**src/rtl/hood_pkg.sv**
```systemverilog
// Shared types and constants for the range-hood mode controller.
// State encodings double as the display state_code.
package hood_pkg;

    typedef enum logic [2:0] {
        ST_OFF       = 3'd0,
        ST_STANDBY   = 3'd1,
        ST_RUN       = 3'd2,
        ST_HURRICANE = 3'd3,
        ST_COOLDOWN  = 3'd4,
        ST_CLEAN     = 3'd5
    } hood_state_t;

    typedef enum logic [2:0] {
        EV_NONE,
        EV_LP,
        EV_MENU,
        EV_L3,
        EV_L2,
        EV_L1,
        EV_CLEAN
    } hood_event_t;

    localparam logic [1:0] FAN_OFF  = 2'd0;
    localparam logic [1:0] FAN_L1   = 2'd1;
    localparam logic [1:0] FAN_L2   = 2'd2;
    localparam logic [1:0] FAN_HURR = 2'd3;

    // Only the highest-priority event of a cycle is ever acted on.
    function automatic hood_event_t pick_event(input logic lp, input logic menu,
                                               input logic l3, input logic l2,
                                               input logic l1, input logic clean);
        if (lp)         return EV_LP;
        else if (menu)  return EV_MENU;
        else if (l3)    return EV_L3;
        else if (l2)    return EV_L2;
        else if (l1)    return EV_L1;
        else if (clean) return EV_CLEAN;
        else            return EV_NONE;
    endfunction

endpackage

```
**src/rtl/hood_press_timer.sv**
```systemverilog
// Long-press detector: counts ticks while btn_power is held and pulses lp
// once per press; releasing the button rearms it.
module hood_press_timer #(
    parameter int unsigned LONG_PRESS_SEC = 3
) (
    input  logic clk,
    input  logic rst,
    input  logic tick,
    input  logic btn_power,
    output logic lp
);

    localparam int unsigned CW = $clog2(LONG_PRESS_SEC + 1);

    logic [CW-1:0] cnt;
    logic          armed;

    // Fires on the tick that brings the count up to LONG_PRESS_SEC.
    assign lp = btn_power && tick && armed && (cnt == CW'(LONG_PRESS_SEC - 1));

    always_ff @(posedge clk or posedge rst) begin
        if (rst) begin
            cnt   <= '0;
            armed <= 1'b1;
        end else if (!btn_power) begin
            cnt   <= '0;
            armed <= 1'b1;
        end else begin
            if (lp)
                armed <= 1'b0;
            if (tick && cnt != CW'(LONG_PRESS_SEC))
                cnt <= cnt + 1'b1;
        end
    end

endmodule

```
**src/rtl/hood_mode_ctrl.sv**
```systemverilog
// Range-hood mode sequencer: power, fan level, hurricane/cooldown countdowns
// and self-clean request. Optional STANDBY auto-off via HOOD_AUTO_OFF_EN.
module hood_mode_ctrl
    import hood_pkg::*;
#(
    parameter int unsigned LONG_PRESS_SEC = 3,
    parameter int unsigned HURRICANE_SEC  = 60,
    parameter int unsigned COOL_SEC       = 60,
    parameter int unsigned IDLE_OFF_SEC   = 10
) (
    input  logic       clk,
    input  logic       rst,
    input  logic       tick,
    input  logic       btn_power,
    input  logic       btn_menu,
    input  logic       btn_l1,
    input  logic       btn_l2,
    input  logic       btn_l3,
    input  logic       btn_clean,
    input  logic       clean_done,
    output logic       is_on,
    output logic [1:0] fan_level,
    output logic       clean_req,
    output logic       hurricane_used,
    output logic [7:0] remain,
    output logic [2:0] state_code
);

    localparam logic [7:0] HURR_LOAD = 8'(HURRICANE_SEC);
    localparam logic [7:0] COOL_LOAD = 8'(COOL_SEC);

    hood_state_t state, nxt_state;
    hood_event_t ev;
    logic        lp;
    logic [1:0]  nxt_fan;
    logic [7:0]  nxt_remain;
    logic        nxt_used;

    hood_press_timer #(
        .LONG_PRESS_SEC(LONG_PRESS_SEC)
    ) u_press (
        .clk      (clk),
        .rst      (rst),
        .tick     (tick),
        .btn_power(btn_power),
        .lp       (lp)
    );

    assign ev = pick_event(lp, btn_menu, btn_l3, btn_l2, btn_l1, btn_clean);

`ifdef HOOD_AUTO_OFF_EN
    localparam int unsigned IW = $clog2(IDLE_OFF_SEC + 1);
    logic [IW-1:0] idle_cnt, nxt_idle;
`else
    generate
        if (IDLE_OFF_SEC == 0) begin : g_idle_unused
        end
    endgenerate
`endif

    always_comb begin
        nxt_state  = state;
        nxt_fan    = fan_level;
        nxt_remain = remain;
        nxt_used   = hurricane_used;
        if (ev == EV_LP) begin
            nxt_state  = (state == ST_OFF) ? ST_STANDBY : ST_OFF;
            nxt_fan    = FAN_OFF;
            nxt_remain = '0;
            nxt_used   = 1'b0;
        end else begin
            unique case (state)
                ST_OFF: ;
                ST_STANDBY, ST_RUN: begin
                    case (ev)
                        EV_MENU: if (state == ST_RUN) begin
                            nxt_state = ST_STANDBY;
                            nxt_fan   = FAN_OFF;
                        end
                        EV_L3: if (!hurricane_used) begin
                            nxt_state  = ST_HURRICANE;
                            nxt_fan    = FAN_HURR;
                            nxt_remain = HURR_LOAD;
                            nxt_used   = 1'b1;
                        end
                        EV_L2: begin
                            nxt_state = ST_RUN;
                            nxt_fan   = FAN_L2;
                        end
                        EV_L1: begin
                            nxt_state = ST_RUN;
                            nxt_fan   = FAN_L1;
                        end
                        EV_CLEAN: if (state == ST_STANDBY) begin
                            nxt_state = ST_CLEAN;
                            nxt_fan   = FAN_OFF;
                        end
`ifdef HOOD_AUTO_OFF_EN
                        EV_NONE: if (state == ST_STANDBY && tick &&
                                     idle_cnt == IW'(IDLE_OFF_SEC - 1)) begin
                            nxt_state  = ST_OFF;
                            nxt_fan    = FAN_OFF;
                            nxt_remain = '0;
                            nxt_used   = 1'b0;
                        end
`endif
                        default: ;
                    endcase
                end
                ST_HURRICANE: begin
                    if (ev == EV_MENU) begin
                        nxt_state  = ST_COOLDOWN;
                        nxt_fan    = FAN_L2;
                        nxt_remain = COOL_LOAD;
                    end else if (tick) begin
                        if (remain <= 8'd1) begin
                            nxt_state  = ST_RUN;
                            nxt_fan    = FAN_L2;
                            nxt_remain = '0;
                        end else begin
                            nxt_remain = remain - 8'd1;
                        end
                    end
                end
                ST_COOLDOWN: begin
                    if (tick) begin
                        if (remain <= 8'd1) begin
                            nxt_state  = ST_STANDBY;
                            nxt_fan    = FAN_OFF;
                            nxt_remain = '0;
                        end else begin
                            nxt_remain = remain - 8'd1;
                        end
                    end
                end
                ST_CLEAN: begin
                    if (clean_done) begin
                        nxt_state = ST_STANDBY;
                        nxt_used  = 1'b0;
                    end
                end
                default: begin
                    nxt_state  = ST_OFF;
                    nxt_fan    = FAN_OFF;
                    nxt_remain = '0;
                    nxt_used   = 1'b0;
                end
            endcase
        end
    end

`ifdef HOOD_AUTO_OFF_EN
    // Idle time only accumulates across quiet STANDBY cycles; entry or any button clears it.
    always_comb begin
        nxt_idle = '0;
        if (state == ST_STANDBY && nxt_state == ST_STANDBY && ev == EV_NONE &&
            !btn_menu && !btn_l1 && !btn_l2 && !btn_l3 && !btn_clean)
            nxt_idle = tick ? idle_cnt + 1'b1 : idle_cnt;
    end
`endif

    always_ff @(posedge clk or posedge rst) begin
        if (rst) begin
            state          <= ST_OFF;
            fan_level      <= FAN_OFF;
            remain         <= '0;
            hurricane_used <= 1'b0;
            is_on          <= 1'b0;
            clean_req      <= 1'b0;
            state_code     <= ST_OFF;
`ifdef HOOD_AUTO_OFF_EN
            idle_cnt       <= '0;
`endif
        end else begin
            state          <= nxt_state;
            fan_level      <= nxt_fan;
            remain         <= nxt_remain;
            hurricane_used <= nxt_used;
            is_on          <= (nxt_state != ST_OFF);
            clean_req      <= (nxt_state == ST_CLEAN);
            state_code     <= nxt_state;
`ifdef HOOD_AUTO_OFF_EN
            idle_cnt       <= nxt_idle;
`endif
        end
    end

endmodule

```
**config.mk**
```make
export PLATFORM = sky130hd
export DESIGN_NAME = hood_mode_ctrl
export DESIGN_NICKNAME = d
export VERILOG_FILES = /design/src/rtl/hood_pkg.sv /design/src/rtl/hood_press_timer.sv /design/src/rtl/hood_mode_ctrl.sv
export SDC_FILE = /design/constraint.sdc
export NUM_CORES = 1
export LEC_CHECK = 0
export CORE_UTILIZATION = 40
export DETAILED_ROUTE_END_ITERATION = 7
export GPL_ROUTABILITY_DRIVEN = 1
export PLACE_DENSITY = 0.71
export SLEW_MARGIN = 20
export SYNTH_ARGS = -nofsm -noshare
export SYNTH_HDL_FRONTEND = slang
export SYNTH_SLANG_ARGS = --single-unit
```
**constraint.sdc**
```tcl
create_clock -name clk -period 3.55 [get_ports clk]
set_input_delay 0.5325 -clock clk [delete_from_list [all_inputs] [get_ports clk]]
set_output_delay 0.5325 -clock clk [all_outputs]
set_load 0.02 [all_outputs]
```
==> flow_summary.json, run 1 <==
{
  "run_status": "complete, no violations",
  "io_pins": 26,
  "diodes": 0,
  "power_density_nw_per_um2": 719,
  "max-vdd-ir-drop_v": 0.000293,
  "totalWireLength_mm": 3.37,
  "die_w_um": 61.3,
  "synth.area.top_cells": "dfrtp_1 32%, nand2_1 5.1%, ha_1 3.6%, nand2b_1 3.1%, a21oi_1 2.5%",
  "cp-end-kind": "flop",
  "max_slew.worst_pin.slew_ns": 0.747,
  "crit_top_cell": "a221oi_2",
  "post-cts-setup-buffers": 0,
  "hold_path.class": "flop to flop",
  "tns_ns": 0,
  "drive_gt1_share_pct": 8.79,
  "routed.top_layer": "met4",
  "cts_tree": "done",
  "cp_data_arrival_time_ns": 2.63,
  "area_growth_pct": 21.8,
  "antenna_left": 0,
  "period_minus_slack_ns": 2.40,
  "cts_hold_buf": 0,
  "maxCapViolCount": 0,
  "drt-initial-drc-count": 58,
  "overflow": 0,
  "synth_warnings": 0,
  "path_buf_inv": 1,
  "cts-root-buf": "clkbuf_4",
  "worstPathMaxFanout": 12,
  "vias": 1324,
  "yosys.area.top_type": "dfrtp_1",
  "cts_sinks": 19,
  "grt_max_degree": 20,
  "cpPeakStageDelay_ns": 0.60,
  "place_congestion": 0.945,
  "max_freq_ghz": 0.416,
  "path_class": "input pin to flop",
  "dieHeight_um": 61.3,
  "cts_resized": 0,
  "hpwl_mm": 2.45,
  "syn_area_per_cell_um2": 8.84,
  "ys_seq_area_share_pct": 33.9,
  "crit_path_start_kind": "input pin",
  "crit_path_top_delay_cell": "clkdlybuf4s50_1",
  "synth-edff-count": 0,
  "rsz0062_at_grt": "no",
  "slew_headroom_pct": 50.1,
  "grt_pass1_wl_mm": 5.64,
  "clk_pin_slew_ns": 0.11,
  "netlist_instances": 159,
  "globalRouteTotalUtil_pct": 20.2,
  "synth_nets": 173,
  "portBuffers": 25,
  "cp.required_ns": 3.78,
  "wl_met3_um": 154,
  "syn-cell-area_um2": 1410,
  "wl_met2_mm": 1.56,
  "core_area_um2": 3360,
  "fp-row-count": 21,
  "crit_chain": "clkdlybuf4s50_1 > and4_1 > a221o_1 > a221oi_2 > o21ai_1 > a221oi_2",
  "fillers": 342,
  "die_area_um2": 3760,
  "start_util_pct": 41.8,
  "clk_latency_ns": 0.31,
  "cts_buffers": 3,
  "clock_path_buffers": 2,
  "synth_ff_type": "dfrtp_1",
  "ys_seq_elements": 19,
  "maxSlewViolCount": 0,
  "p_leak_uw": 0.000701,
  "hold_violations": 0,
  "crit_family": "compound AO/OA/AOI/OAI gates",
  "met1_length_mm": 1.60,
  "wl_per_cell_um": 14.8,
  "async_flop_share_pct": 100,
  "htreeDepth": 1,
  "viasPerCell": 5.81,
  "dr.pass1.iters": 4,
  "final-setup-viol-count": 0,
  "layout_commonest_cell": "clkdlybuf4s50_1",
  "synth_cell_types": 53,
  "whs_ns": 0.483,
  "nets": 197,
  "mostFrequentLayoutCells": "25 x clkdlybuf4s50_1, 19 x nand2_1, 18 x dfrtp_1",
  "antenna_found_initial": 0,
  "fin_skew_ns": 0.00266,
  "fin_crit_sh_pct": 67.6,
  "post-synth-top-area-fraction_pct": 32.0,
  "drc": 0,
  "grt_pass1_vias": 1227
}
cells by family (layout without fill, tap and decap cells):
kind of cell / Yosys count / count (layout) / share of synthesized area [%]
simple gates: 73 / 73 / 32.0
compound gates: 45 / 45 / 24.2
flops: 19 / 19 / 33.9
buf+inv: 15 / 38 / 4.36
fa+ha+maj: 4 / 4 / 3.56
xor+xnor: 2 / 2 / 1.25
mux: 1 / 1 / 0.712
worst reg2reg max path: stages (launching register included):
cell and delay (ns):
dfrtp_1 0.37, inv_1 0.07, ha_1 0.23, and4_1 0.37
a221o_1 0.34, a221oi_2 0.31, o21ai_1 0.15, a221oi_2 0.28
cell type report:
| class | instances | area (um2) | share of cell area (%) |
|---|---|---|---|
| sequential | 19 | 477 | 27.8 |
| inverter | 9 | 33.8 | 1.97 |
| timing repair buffer | 25 | 250 | 14.6 |
| multi-input combinational | 125 | 868 | 50.7 |
| tap | 46 | 57.6 | 3.36 |
| clock buffer | 4 | 26.3 | 1.53 |
path summary, 6_finish.rpt:
path	cells after the start	slack (ns)	from	end
worst min register to register	2	0.48	u_press.armed	u_press.armed
min in group asynchronous	2	0.64	rst	remain[0]
max in group asynchronous	2	2.45	rst	remain[5]
worst min-delay path	2	0.48	u_press.armed	u_press.armed
worst max register to register	7	1.35	u_press.cnt[0]	fan_level[1]
worst max-delay path	6	1.15	tick	fan_level[1]
registers in the layout, summed over array words and instances (netlist names):
signal and flops:
clean_req 1, fan_level 2, hurricane_used 1, is_on 1, remain 8, state 3, u_press.armed 1, u_press.cnt 2
per-stage QoR:
stage | std cells | cell area, um2 | worst slack (ns) | power (uW) | util, %
after floorplan | 159 | 1410 | 1.66 | 873 | -
after global placement | 224 | 1690 | 0.973 | 1090 | 50.1
after detailed placement | 224 | 1690 | 0.849 | 1120 | 50.1
after CTS | 228 | 1710 | 1.17 | 1230 | 50.9
after global routing | 228 | 1710 | 1.02 | 1330 | 50.9
final | 228 | 1710 | 1.15 | 1230 | 50.9
layer usage:
metal / GRT usage [%] / vias up
met5: 0 / -
met4: 8.77 / 0
met3: 3.36 / 7
met2: 31.4 / 36
met1: 27.6 / 635
li1: - / 646
power breakdown:
| part | leakage [uW] | internal, uW | switching, uW | total (uW) |
|---|---|---|---|---|
| Clock | 0.0000150 | 43.9 | 72.1 | 116 |
| Sequential | 0.000250 | 286 | 116 | 402 |
| Combinational | 0.000437 | 335 | 380 | 715 |
| Total | 0.000701 | 664 | 568 | 1230 |
cells in the mapped netlist, types with 2 or more instances:
cell type,n
a21oi_1,7
inv_1,9
ha_1,4
a31oi_1,3
nand4b_1,2
a211oi_1,3
a32o_1,3
nor2b_1,4
a221oi_2,2
nor3_1,7
o21ai_1,4
nor3_2,2
nand2_1,19
dfrtp_1,18
buf_2,4
o21a_1,2
a21o_1,3
nand3_1,5
nand3b_1,3
nor4_1,2
nand2b_1,7
o21ai_0,6
nor2_1,8
o31ai_1,2
clkbuf_1,2
Note: power is estimated with default switching activity, not from simulation.
==> inputs of run 2 (changes only) <==
- PLACE_DENSITY: 0.71 -> 0.73
- clock period: 3.55 -> 2.1 ns (I/O delays scaled with it)
==> run 2 against run 1 <==
Register-to-register slack got worse by 1.2 ns. Critical path depth rose by 1. Die area did not move. Combinational power rose by 93%. Hold slack got worse by 0.16 ns. First-iteration DRC count rose by 22%. Count of clock-buffer cells in the layout did not move. Clock skew rose by 0.0014 ns. Highest routed layer unchanged. Power rose by 79%. Via count rose by 5.0%.
==> flow_summary.json, run 2 (synthesis gave the netlist of run 1 again) <==
{
  "slew_headroom_pct": 68.1,
  "hold_path.class": "input pin to asynchronous set/reset pin",
  "grt_pass1_vias": 1253,
  "period_minus_slack_ns": 1.96,
  "dieHeight_um": 61.3,
  "path_class": "flop to flop",
  "cts_sinks": 19,
  "antenna_left": 0,
  "cts_resized": 0,
  "crit_path_start_kind": "flop",
  "htreeDepth": 1,
  "dr.pass1.iters": 4,
  "power_density_nw_per_um2": 1170,
  "cts_hold_buf": 0,
  "top_register": "remain",
  "grt_util_met3_pct": 2.73,
  "portBuffers": 25,
  "grt_busiest_layer": "met2",
  "clock_path_buffers": 2,
  "run_status": "complete, no violations",
  "maxCapViolCount": 0,
  "nets": 216,
  "viasPerCell": 5.63,
  "cp_data_arrival_time_ns": 2.21,
  "cts-root-buf": "clkbuf_4",
  "cts_tree": "done",
  "fp-row-count": 21,
  "max_slew.worst_pin.slew_ns": 0.472,
  "use_met1_pct": 26.8,
  "p_leak_uw": 0.000801,
  "antenna_found_initial": 0,
  "globalRouteTotalUtil_pct": 19.7,
  "io_pins": 26,
  "final-setup-viol-count": 0,
  "grt_pass1_wl_mm": 5.49,
  "core_area_um2": 3360,
  "final_cells": 247,
  "top_regs": "remain: 8 flops, state: 3 flops",
  "cts_buffers": 3,
  "clk_latency_ns": 0.30,
  "cp-end-kind": "flop",
  "overflow": 0,
  "drt-initial-drc-count": 71,
  "dp.cells": 243,
  "start_util_pct": 41.8,
  "mostFrequentLayoutCells": "25 x clkdlybuf4s50_1, 19 x nand2_1, 19 x buf_4",
  "fillers": 347,
  "post-cts-setup-buffers": 0,
  "hpwl_mm": 2.59,
  "totalWireLength_mm": 3.39,
  "wl_per_cell_um": 13.7,
  "max_freq_ghz": 0.509,
  "power_uw": 2210,
  "drc": 0,
  "die_w_um": 61.3,
  "maxSlewViolCount": 0,
  "largest_reg_flops": 8,
  "clk_pin_slew_ns": 0.11,
  "use_met2_pct": 31.1,
  "die_area_um2": 3760,
  "area_growth_pct": 33.9,
  "max-vdd-ir-drop_v": 0.000514,
  "fin_crit_sh_pct": 93.5,
  "place_congestion": 0.833,
  "grt_max_degree": 20,
  "hold_violations": 0,
  "diodes": 0,
  "fin_skew_ns": 0.00409,
  "cp.required_ns": 2.34,
  "layout_commonest_cell": "clkdlybuf4s50_1",
  "drive_gt1_share_pct": 17.9,
  "worstPathMaxFanout": 5,
  "vias": 1390
}
[run 2: layout make-up]
cell class / count / area, um2 / share of cell area [%]
Inverter: 9 / 33.8 / 1.79
Timing Repair Buffer: 44 / 393 / 20.9
Tap cell: 46 / 57.6 / 3.06
Multi-Input combinational cell: 125 / 896 / 47.6
Clock buffer: 4 / 26.3 / 1.40
Sequential cell: 19 / 477 / 25.3
[run 2: worst paths after layout]
kind / from / end / slack, ns / cells past startpoint
min reg2reg: u_press.armed / u_press.armed / 0.48 / 2
max: remain[0] / remain[4] / 0.14 / 7
min in group clk: u_press.armed / u_press.armed / 0.48 / 2
max reg2reg: remain[0] / remain[4] / 0.14 / 7
max in group asynchronous: rst / u_press.armed / 1.52 / 3
min: rst / state[1] / 0.32 / 3
[run 2: metal layers]
| metal | part of all wire (%) | vias up | routed length, um |
|---|---|---|---|
| li1 | - | 675 | - |
| met1 | 47 | 660 | 1580 |
| met2 | 47 | 49 | 1590 |
| met3 | 5.0 | 6 | 170 |
| met4 | 1.3 | 0 | 43 |
| met5 | 0 | - | 0 |
[run 2: stage by stage]
| step | setup slack (ns) | area [um2] | utilization, % | setup TNS [ns] | hold slack, ns |
|---|---|---|---|---|---|
| final | 0.136 | 1880 | 56.0 | 0 | 0.320 |
| after global routing | -0.0176 | 1880 | 56.0 | -0.0288 | 0.324 |
| after CTS | 0.0989 | 1860 | 55.2 | 0 | 0.317 |
| after detailed placement | -0.0339 | 1830 | 54.4 | -0.102 | 0.465 |
| after global placement | -0.0253 | 1830 | 54.4 | -0.0719 | 0.461 |
| after floorplan | 0.211 | 1410 | - | 0 | 0.265 |
[run 2: worst max-delay path, cell delays in order (launching register included)]
cell and delay [ns]:
dfrtp_1 0.43, inv_1 0.09, ha_1 0.26, or2_2 0.32, a32oi_4 0.28, nand4b_1 0.18
o31ai_2 0.20, a32o_1 0.15
[run 2: power breakdown]
part           switching (uW)  internal [uW]  leakage (uW)
Sequential                151            484      0.000250
Clock                     115           74.1     0.0000150
Combinational             716            666      0.000536
